**src/rtl/match_timer_if.sv**
```systemverilog
// Controller-to-timer bundle: the game state and pause go in; the timeout level,
// the warning, the tick pulse and the BCD display digits come back.
interface match_timer_if;
    logic [2:0] state;
    logic       pause;
    logic       time_up;
    logic       warn;
    logic       sec_tick;
    logic [3:0] min_bcd;
    logic [3:0] sec_tens;
    logic [3:0] sec_ones;

    modport master (
        output state,
        output pause,
        input  time_up,
        input  warn,
        input  sec_tick,
        input  min_bcd,
        input  sec_tens,
        input  sec_ones
    );

    modport slave (
        input  state,
        input  pause,
        output time_up,
        output warn,
        output sec_tick,
        output min_bcd,
        output sec_tens,
        output sec_ones
    );
endinterface

```
**src/rtl/match_timer.sv**
```systemverilog
// Countdown match clock: BCD M:SS digits counted down once per CLK_HZ cycles while
// the game is running, with a sticky time_up level and a low-time warning.
module match_timer #(
    parameter int CLK_HZ    = 100000000,
    parameter int MATCH_SEC = 120,
    parameter int WARN_SEC  = 10
) (
    input  logic          clk,
    input  logic          rst,
    match_timer_if.slave  tmr
);

    // Game-state codes shared with the controller
    localparam logic [2:0] STATE_READY   = 3'd0;
    localparam logic [2:0] STATE_GAME    = 3'd1;
    localparam logic [2:0] STATE_P1_WINS = 3'd2;
    localparam logic [2:0] STATE_P2_WINS = 3'd3;
    localparam logic [2:0] STATE_1P_GAME = 3'd4;
    localparam logic [2:0] STATE_1P_OVER = 3'd5;

    localparam int PW = (CLK_HZ > 1) ? $clog2(CLK_HZ) : 1;
    localparam logic [PW-1:0] PRESC_MAX = PW'(CLK_HZ - 1);

    localparam logic [3:0] RELOAD_MIN  = 4'(MATCH_SEC / 60);
    localparam logic [3:0] RELOAD_TENS = 4'((MATCH_SEC % 60) / 10);
    localparam logic [3:0] RELOAD_ONES = 4'(MATCH_SEC % 10);
    localparam logic [9:0] WARN_LIMIT  = 10'(WARN_SEC);

    typedef enum logic [1:0] {
        MODE_LOAD,
        MODE_RUN,
        MODE_FREEZE
    } mode_e;

    logic [3:0]    min_q, min_d;
    logic [3:0]    tens_q, tens_d;
    logic [3:0]    ones_q, ones_d;
    logic [PW-1:0] presc_q, presc_d;
    logic          time_up_q, time_up_d;
    logic          warn_q, warn_d;
    logic          sec_tick_q, sec_tick_d;

    mode_e         mode;
    logic          tick;

    function automatic logic [9:0] secs_left(input logic [3:0] m,
                                             input logic [3:0] t,
                                             input logic [3:0] o);
        return 10'(m) * 10'd60 + 10'(t) * 10'd10 + 10'(o);
    endfunction

    always_comb begin
        unique case (tmr.state)
            STATE_READY:                mode = MODE_LOAD;
            STATE_GAME, STATE_1P_GAME:  mode = MODE_RUN;
            default:                    mode = MODE_FREEZE;
        endcase
    end

    always_comb begin
        // NOTE: every variable gets a default before any branch so no path leaves one unassigned (no latch).
        min_d      = min_q;
        tens_d     = tens_q;
        ones_d     = ones_q;
        presc_d    = presc_q;
        time_up_d  = time_up_q;
        warn_d     = 1'b0;
        sec_tick_d = 1'b0;
        tick       = 1'b0;

        unique case (mode)
            MODE_LOAD: begin
                min_d     = RELOAD_MIN;
                tens_d    = RELOAD_TENS;
                ones_d    = RELOAD_ONES;
                presc_d   = '0;
                time_up_d = 1'b0;
            end

            MODE_RUN: begin
                if (!tmr.pause && !time_up_q) begin
                    if (presc_q == PRESC_MAX) begin
                        presc_d = '0;
                        tick    = 1'b1;
                    end else begin
                        presc_d = presc_q + 1'b1;
                    end
                end

                if (tick) begin
                    sec_tick_d = 1'b1;
                    if (ones_q != 4'd0) begin
                        ones_d = ones_q - 4'd1;
                    end else begin
                        ones_d = 4'd9;
                        if (tens_q != 4'd0) begin
                            tens_d = tens_q - 4'd1;
                        end else begin
                            tens_d = 4'd5;
                            min_d  = min_q - 4'd1;
                        end
                    end
                    if (min_d == 4'd0 && tens_d == 4'd0 && ones_d == 4'd0)
                        time_up_d = 1'b1;
                end

                // Judged on the next digits so warn moves on the same edge as the display
                warn_d = (secs_left(min_d, tens_d, ones_d) <= WARN_LIMIT);
            end

            default: begin
                // FREEZE: everything holds, warn and sec_tick stay at their defaults
            end
        endcase
    end

    always_ff @(posedge clk) begin
        // NOTE: sequential state uses non-blocking assignments so every flop samples pre-edge values.
        if (rst) begin
            min_q      <= RELOAD_MIN;
            tens_q     <= RELOAD_TENS;
            ones_q     <= RELOAD_ONES;
            presc_q    <= '0;
            time_up_q  <= 1'b0;
            warn_q     <= 1'b0;
            sec_tick_q <= 1'b0;
        end else begin
            min_q      <= min_d;
            tens_q     <= tens_d;
            ones_q     <= ones_d;
            presc_q    <= presc_d;
            time_up_q  <= time_up_d;
            warn_q     <= warn_d;
            sec_tick_q <= sec_tick_d;
        end
    end

    assign tmr.time_up  = time_up_q;
    assign tmr.warn     = warn_q;
    assign tmr.sec_tick = sec_tick_q;
    assign tmr.min_bcd  = min_q;
    assign tmr.sec_tens = tens_q;
    assign tmr.sec_ones = ones_q;

endmodule

```
**src/flat_wrapper.sv**
```systemverilog
// flat-port wrapper written by rule: the top's interface ports become plain ports
module match_timer_flat 
#(
    parameter int CLK_HZ    = 100000000,
    parameter int MATCH_SEC = 120,
    parameter int WARN_SEC  = 10
)
  (clk, rst, tmr_state, tmr_pause, tmr_time_up, tmr_warn, tmr_sec_tick, tmr_min_bcd, tmr_sec_tens, tmr_sec_ones);
  match_timer_if tmr_i ();
  input  logic clk;
  input  logic rst;
  input wire logic [$bits(tmr_i.state)-1:0] tmr_state;
  input wire logic [$bits(tmr_i.pause)-1:0] tmr_pause;
  output wire logic [$bits(tmr_i.time_up)-1:0] tmr_time_up;
  output wire logic [$bits(tmr_i.warn)-1:0] tmr_warn;
  output wire logic [$bits(tmr_i.sec_tick)-1:0] tmr_sec_tick;
  output wire logic [$bits(tmr_i.min_bcd)-1:0] tmr_min_bcd;
  output wire logic [$bits(tmr_i.sec_tens)-1:0] tmr_sec_tens;
  output wire logic [$bits(tmr_i.sec_ones)-1:0] tmr_sec_ones;
  assign tmr_i.state = tmr_state;
  assign tmr_i.pause = tmr_pause;
  assign tmr_time_up = tmr_i.time_up;
  assign tmr_warn = tmr_i.warn;
  assign tmr_sec_tick = tmr_i.sec_tick;
  assign tmr_min_bcd = tmr_i.min_bcd;
  assign tmr_sec_tens = tmr_i.sec_tens;
  assign tmr_sec_ones = tmr_i.sec_ones;
  match_timer #(.CLK_HZ(CLK_HZ), .MATCH_SEC(MATCH_SEC), .WARN_SEC(WARN_SEC)) u_core (.clk(clk), .rst(rst), .tmr(tmr_i));
endmodule
```
**config.mk**
```make
export PLATFORM = sky130hd
export DESIGN_NAME = match_timer_flat
export DESIGN_NICKNAME = d
export VERILOG_FILES = /design/src/rtl/match_timer_if.sv /design/src/rtl/match_timer.sv /design/src/flat_wrapper.sv
export SDC_FILE = /design/constraint.sdc
export NUM_CORES = 1
export LEC_CHECK = 0
export CORE_MARGIN = 2
export CORE_UTILIZATION = 40
export CTS_CLUSTER_DIAMETER = 200
export DETAILED_ROUTE_END_ITERATION = 16
export GPL_ROUTABILITY_DRIVEN = 0
export GPL_TIMING_DRIVEN = 0
export SLEW_MARGIN = 0
export SYNTH_ARGS = -nofsm -noshare
export SYNTH_HDL_FRONTEND = slang
export SYNTH_SLANG_ARGS = --single-unit
```
**constraint.sdc**
```tcl
create_clock -name clk -period 7.4 [get_ports clk]
set_input_delay 1.48 -clock clk [delete_from_list [all_inputs] [get_ports clk]]
set_output_delay 1.48 -clock clk [all_outputs]
set_load 0.01 [all_outputs]
```
Yosys cells after proc, flatten, opt, wreduce, memory -nomap -nowiden
Cells that the tools add are included.
W data, S select, Z words.
Word-level totals
  bits in registers: 42
  output and inout bits: 15
  word-level logic and storage cells: 72
Operators by class
  $add $sub $neg: 6
  multiply operators: 2
  $lt $le $gt $ge: 1
  eq/ne operators: 7
  multiplexer cells: 31
  bitwise gates (word level): 1
  reduce and logical (&&, ||, !) cells: 17
Operators by type and width (count)
  $mux W4: 17
  $mux W27: 2
  $pmux W27 S2: 1
  $add A27 B1 Y27 const B: 1
  $eq A27 B27 Y1 const B: 1
  $pmux W4 S2: 3
  $logic_not A4 Y1: 3
  $sub A4 B1 Y4 const B: 3
  $add A10 B4 Y10: 1
  $add A10 B8 Y10: 1
  $le A10 B4 Y1 const B: 1
  $mul A4 B4 Y8 const B: 1
  $reduce_bool A4 Y1: 2
  $mul A4 B3 Y7 const B: 1
  $mux W1: 6
  $ne A2 B1 Y1 const B: 3
  $pmux W2 S2: 1
  $reduce_or A2 Y1: 2
  $eq A3 B1 Y1 const B: 1
  $eq A3 B3 Y1 const B: 1
  $logic_and A1 B1 Y1: 3
  $logic_not A3 Y1: 1
  $reduce_and A3 Y1: 1
  $eq A2 B1 Y1 const B: 1
  other kinds (6): 7

Depth between registers and ports, before layout
  depth after elaboration: 13
  gate-level depth with buffers: 24
  gate-level depth less buffers: 22

Least setup slack after synthesis
OpenSTA, ideal clock, no wires.
  path kind: input -> register
  start point: in tmr_pause
  end point: reg u_core.warn_q, in the netlist u_core.tmr.warn
  arrival: 6.075 ns
  setup slack: 1.234 ns
  stages: 21
  buffers on the path: 1
  cells stage by stage: or2_2 nor4_4 and3_1 buf_4 mux2i_1 xnor2_1 ha_1 inv_1 fa_1 inv_1 ha_1 a21oi_1 o21ai_0 nor2b_1 ha_1 ha_1 inv_1 o32a_1 nand4_1 or4b_2 nor4_1
Between the ends
  longest elaborated chain between the ends: 10
  elaborated cells between the ends (all ways): 15
  classes of those cells: 2 x add/sub; 2 x mul; 1 x order compare; 8 x mux; 2 x reduce/logical
RTL lines
  from (decl): line flat_wrapper.sv:13  | input wire logic [$bits(tmr_i.pause)-1:0] tmr_pause;
  $logic_not A1 Y1 *: line match_timer.sv:81  | if (!tmr.pause && !time_up_q) begin
  $logic_and A1 B1 Y1 *: line match_timer.sv:81
  $mux W1 *: line match_timer.sv:81
  $mux W1 *: line match_timer.sv:71  | unique case (mode)
  $mux W4: line match_timer.sv:90  | if (tick) begin
  $mux W4: line match_timer.sv:71
  $mul A4 B3 Y7 / $mul A4 B4 Y8 (equally long branches): line match_timer.sv:49  | return 10'(m) * 10'd60 + 10'(t) * 10'd10 + 10'(o);
  $add A10 B8 Y10: line match_timer.sv:49
  $add A10 B4 Y10 *: line match_timer.sv:49
  $le A10 B4 Y1 *: line match_timer.sv:108  | warn_d = (secs_left(min_d, tens_d, ones_d) <= WARN_LIMIT);
  to (signal assigned): line match_timer.sv:133  | warn_q <= warn_d;
  to (decl): line match_timer.sv:40  | logic warn_q, warn_d;
Mark *: on every way between the ends. The rest lies on a longest branch, timed or not. The select of a mux whose other input is x is not followed.
A chain may end at the register's enable or synchronous reset.

Worst setup path after layout
Ends and elaborated chain as after synthesis.

==> metrics.log <==
INFO  metric run_status = completed
INFO  metric timing_worst_slew_pin_value = around 0.7 ns
INFO  metric vdd_ir_drop_max = 104 µV
INFO  metric finalWirelength = 7.70 mm
INFO  metric clkLatencyLatePin = 0.29 ns
INFO  metric antenna_cells = 0
INFO  metric syn_nets = 459
INFO  metric period_share = 93.3%
INFO  metric die-width = 97.0 µm
INFO  metric critical_path.reg2reg.startpoint = u_core.tmr.sec_ones[0]
INFO  metric rsz0062_at_grt = no
INFO  metric ctsResizeCount = 0
INFO  metric final.setup_skew = roughly 0.0031 ns
INFO  metric dp_hpwl = 6.06 mm
INFO  metric cpMaxStageDelayCell = sky130_fd_sc_hd__or4b_2
INFO  metric worstPathArrival = roughly 7 ns
INFO  metric crit_top_cell = sky130_fd_sc_hd__ha_1
INFO  metric final_util = between 40 and 50%
INFO  metric tritoncts = yes
INFO  metric cp.buffers_inverters = 4
INFO  metric fin_tns_setup = 0 ns
INFO  metric layout.filler_cells = between 800 and 900
INFO  metric total_power = 0.410 mW
INFO  metric die_area = 0.00941 mm²
INFO  metric end_kind = register
INFO  metric drt-vias-per-instance = 5.38
INFO  metric worst_reg_to_reg_cells = 24
INFO  metric postCtsSetupBuffers = 0
INFO  metric placementRows = 33
INFO  metric initial_core_utilization = 41.7%
INFO  metric worst_setup_path_start_kind = input pin
INFO  metric power_leakage = 1.54 nW
INFO  metric ys_seq_elements = 42
INFO  metric grt_overflow = 0
INFO  metric io_buffers = 20
INFO  metric yosysWarningCount = 0
INFO  metric tritoncts.num_buffers = 5
INFO  metric worstPathCellList = clkdlybuf4s50_1, or2_2, nor4_4, and3_1, buf_4, mux2i_1, xnor2_1, ha_1, inv_1, fa_1, inv_1, ha_1, a21oi_1, o21ai_0, nor2b_1, ha_1, ha_1, nor2_1, o32a_1, nand4_1, or4b_2, nor4_1
INFO  metric min_path_cells = 2
INFO  metric count_of_tritonroute_iterations_in_the_first_routing_pass = 4
INFO  metric area_delta_synth_final = 12.2%
INFO  metric final_max_slew_viol_count = 0
INFO  metric root_buffer = sky130_fd_sc_hd__clkbuf_8
INFO  metric number_of_distinct_library_cell_variants_in_the_gate_level_netlist_after_synthesis = roughly 60
INFO  metric worstSetupPathType = in -> reg
INFO  metric grt_first_pass_wirelength = 13.6 mm
INFO  metric synth_async_sr_flop_share = 0%
INFO  metric ff2ff_setup_slack = 1.36 ns
INFO  metric fmax = 0.145 GHz
INFO  metric detail_route.iter0.violations = roughly 110
INFO  metric grt_util_overall = roughly 17%
INFO  metric finalWorstPathRequiredPeriod = around 7 ns
INFO  metric timing.hold.worst_endpoint = u_core.tmr.sec_tens[3]
INFO  metric holdWs = 0.515 ns
INFO  metric hold_path_startpoint = u_core.tmr.sec_tens[3]
INFO  metric clkTransAtPathRegs = ~0.08 ns
INFO  metric ys_seq_area_share = 24.3%
INFO  metric worst_reg2reg_path_endpoint = u_core.tmr.warn
INFO  metric final-setup-viol-count = 0
INFO  metric most_frequently_used_flop_master_after_synthesis = sky130_fd_sc_hd__dfxtp_1
INFO  metric synth_cells = 415
INFO  metric post_route_cells_drive_above_1_share = 6.09%
INFO  metric htreeDepth = 2
INFO  metric critical_path_peak_fanout = 9
INFO  metric hp-class = reg -> reg
INFO  metric initial_antenna_violation_count = 0
INFO  metric wl_per_cell = approximately 14 µm
INFO  metric cpLargestDelayFamily = simple AND/OR/NAND/NOR gates
INFO  metric data_required_time_of_the_worst_path = 7.61 ns
INFO  metric remaining_routing_drc_violations = 0
INFO  metric routed-via-count = 2948
INFO  metric grt_start_max_net_pins = 13
INFO  metric vertical_die_dimension = roughly 97 µm
INFO  metric syn-cell-area = 0.00346 mm²
INFO  metric grt_pass1_vias = between 2000 and 3000
INFO  metric clock_path_buffers = 2
INFO  metric placeableCoreArea = 0.00830 mm²
INFO  metric ios = 21
INFO  metric slew_headroom = 53.3%
INFO  metric worst_path_max_stage_delay = 0.63 ns
INFO  metric synth-edff-count = 0
INFO  metric max_cap_violations = 0
INFO  metric hold_viol_final = 0
INFO  metric cts_num_sinks = 42
INFO  metric power.density_cell_area = ~110 mW/mm²
INFO  metric finish.net_count = 486
INFO  metric final_antenna_net_count = 0
INFO  metric syn_avg_cell_area = 8.34 µm²
INFO  metric cts.hold.buffers_added = 0
[flip-flops by register name (all words and copies together), names as in the netlist]
register	cells
u_core.tmr.min_bcd	4
u_core.presc_q	27
u_core.tmr.time_up	1
u_core.tmr.sec_tens	4
u_core.tmr.sec_ones	4
u_core.tmr.sec_tick	1
u_core.tmr.warn	1
[where the power goes]
group          internal [mW]  switching (mW)  total [mW]  leakage [nW]
clock network         0.0754          0.0804       0.156        0.0482
logic                 0.0110          0.0159      0.0269          1.16
registers              0.226        0.000633       0.227         0.338
total                  0.313          0.0968       0.410          1.54
[how the worst max path moves through the flow]
| stage | startpoint | endpoint | slack [ns] | depth (start not counted) |
|---|---|---|---|---|
| floorplan | tmr_pause | u_core.tmr.warn | 1.23 | 21 |
| global placement | tmr_pause | u_core.tmr.warn | 0.27 | 22 |
| detailed placement | tmr_pause | u_core.tmr.warn | 0.17 | 22 |
| CTS | tmr_pause | u_core.tmr.warn | 0.49 | 22 |
| global route | tmr_pause | u_core.tmr.warn | 0.13 | 22 |
| finish | tmr_pause | u_core.tmr.warn | 0.50 | 22 |
[logic make-up (layout without fill, tap and decap cells)]
family | count (synthesis) | after routing | synth area share (%)
buf+inv | 49 | 77 | 6.47
fa+ha+maj | 38 | 38 | 15.0
xor+xnor | 38 | 38 | 9.62
mux | 9 | 9 | 2.64
compound gates | 80 | 80 | 15.4
simple gates | 159 | 159 | 26.5
flops | 42 | 42 | 24.3
[cells in the final DEF, fill, tap and decap left out, types with 13 or more instances in the layout]
| cell | n |
|---|---|
| sky130_fd_sc_hd__clkdlybuf4s50_1 | 20 |
| sky130_fd_sc_hd__dfxtp_1 | 42 |
| sky130_fd_sc_hd__inv_1 | 29 |
| sky130_fd_sc_hd__ha_1 | 32 |
| sky130_fd_sc_hd__nand3_1 | 16 |
| sky130_fd_sc_hd__nand2_1 | 18 |
| sky130_fd_sc_hd__nor2_1 | 45 |
| sky130_fd_sc_hd__o21ai_0 | 13 |
| sky130_fd_sc_hd__a21oi_1 | 21 |
| sky130_fd_sc_hd__xnor2_1 | 29 |
| sky130_fd_sc_hd__clkbuf_1 | 13 |
[synth_stat cells, drive strengths merged (4+ instances only)]
cell,count,area [µm²]
mux2i,8,80.1
nand4,13,87.6
fa,6,120
buf,8,70.1
nor3b,4,30.0
and3,5,31.3
inv,29,109
o21a,5,45.0
nor2b,5,31.3
nand2,18,67.6
a211oi,5,37.5
clkbuf,12,45.0
o21ai,14,70.1
ha,32,400
dfxtp,42,841
a21o,5,37.5
o31ai,5,37.5
nand3,16,80.1
nor3,12,60.1
and2,6,37.5
nor2,45,169
nand2b,4,25.0
a21oi,21,105
xor2,9,78.8
a31oi,7,43.8
nor4,13,126
xnor2,29,254
[layout make-up]
type                       count  area [µm²]  area share, %
tap                          105         131           3.38
sequential                    42         841           21.6
clock inverter                 1        5.00          0.129
buffer                        20         115           2.96
inverter                      29         109           2.80
clock buffer                   7        86.3           2.22
timing repair buffer          20         200           5.15
multi-input combinational    324        2400           61.7
[worst register-to-register path, delay by kind of cell, from the launching register on]
family / cells / cell delay [ns]
xor+xnor: 1 / 0.11
flops: 1 / 0.39
simple gates: 8 / 2.16
mux: 1 / 0.31
buf+inv: 5 / 0.64
fa+ha+maj: 6 / 1.77
compound gates: 3 / 0.58
[metrics by stage]
stage | setup WS (ns) | std cells | instance area [µm²]
final | 0.495 | 548 | 3880
after global routing | 0.134 | 548 | 3880
after CTS | 0.490 | 548 | 3880
after detailed placement | 0.174 | 540 | 3790
after global placement | 0.271 | 540 | 3790
after floorplan | 1.23 | 415 | 3460
[metal layers]
metal | global-route usage (%) | part of all wire [%] | up-vias | wire, µm
met5 | 0 | 0 | - | 0
met4 | 5.09 | 1.1 | 0 | 82
met3 | 2.10 | 2.2 | 7 | 172
met2 | 28.7 | 47 | 35 | 3640
met1 | 23.5 | 49 | 1368 | 3800
li1 | - | - | 1538 | -
Power figures use the tool's default switching activity.
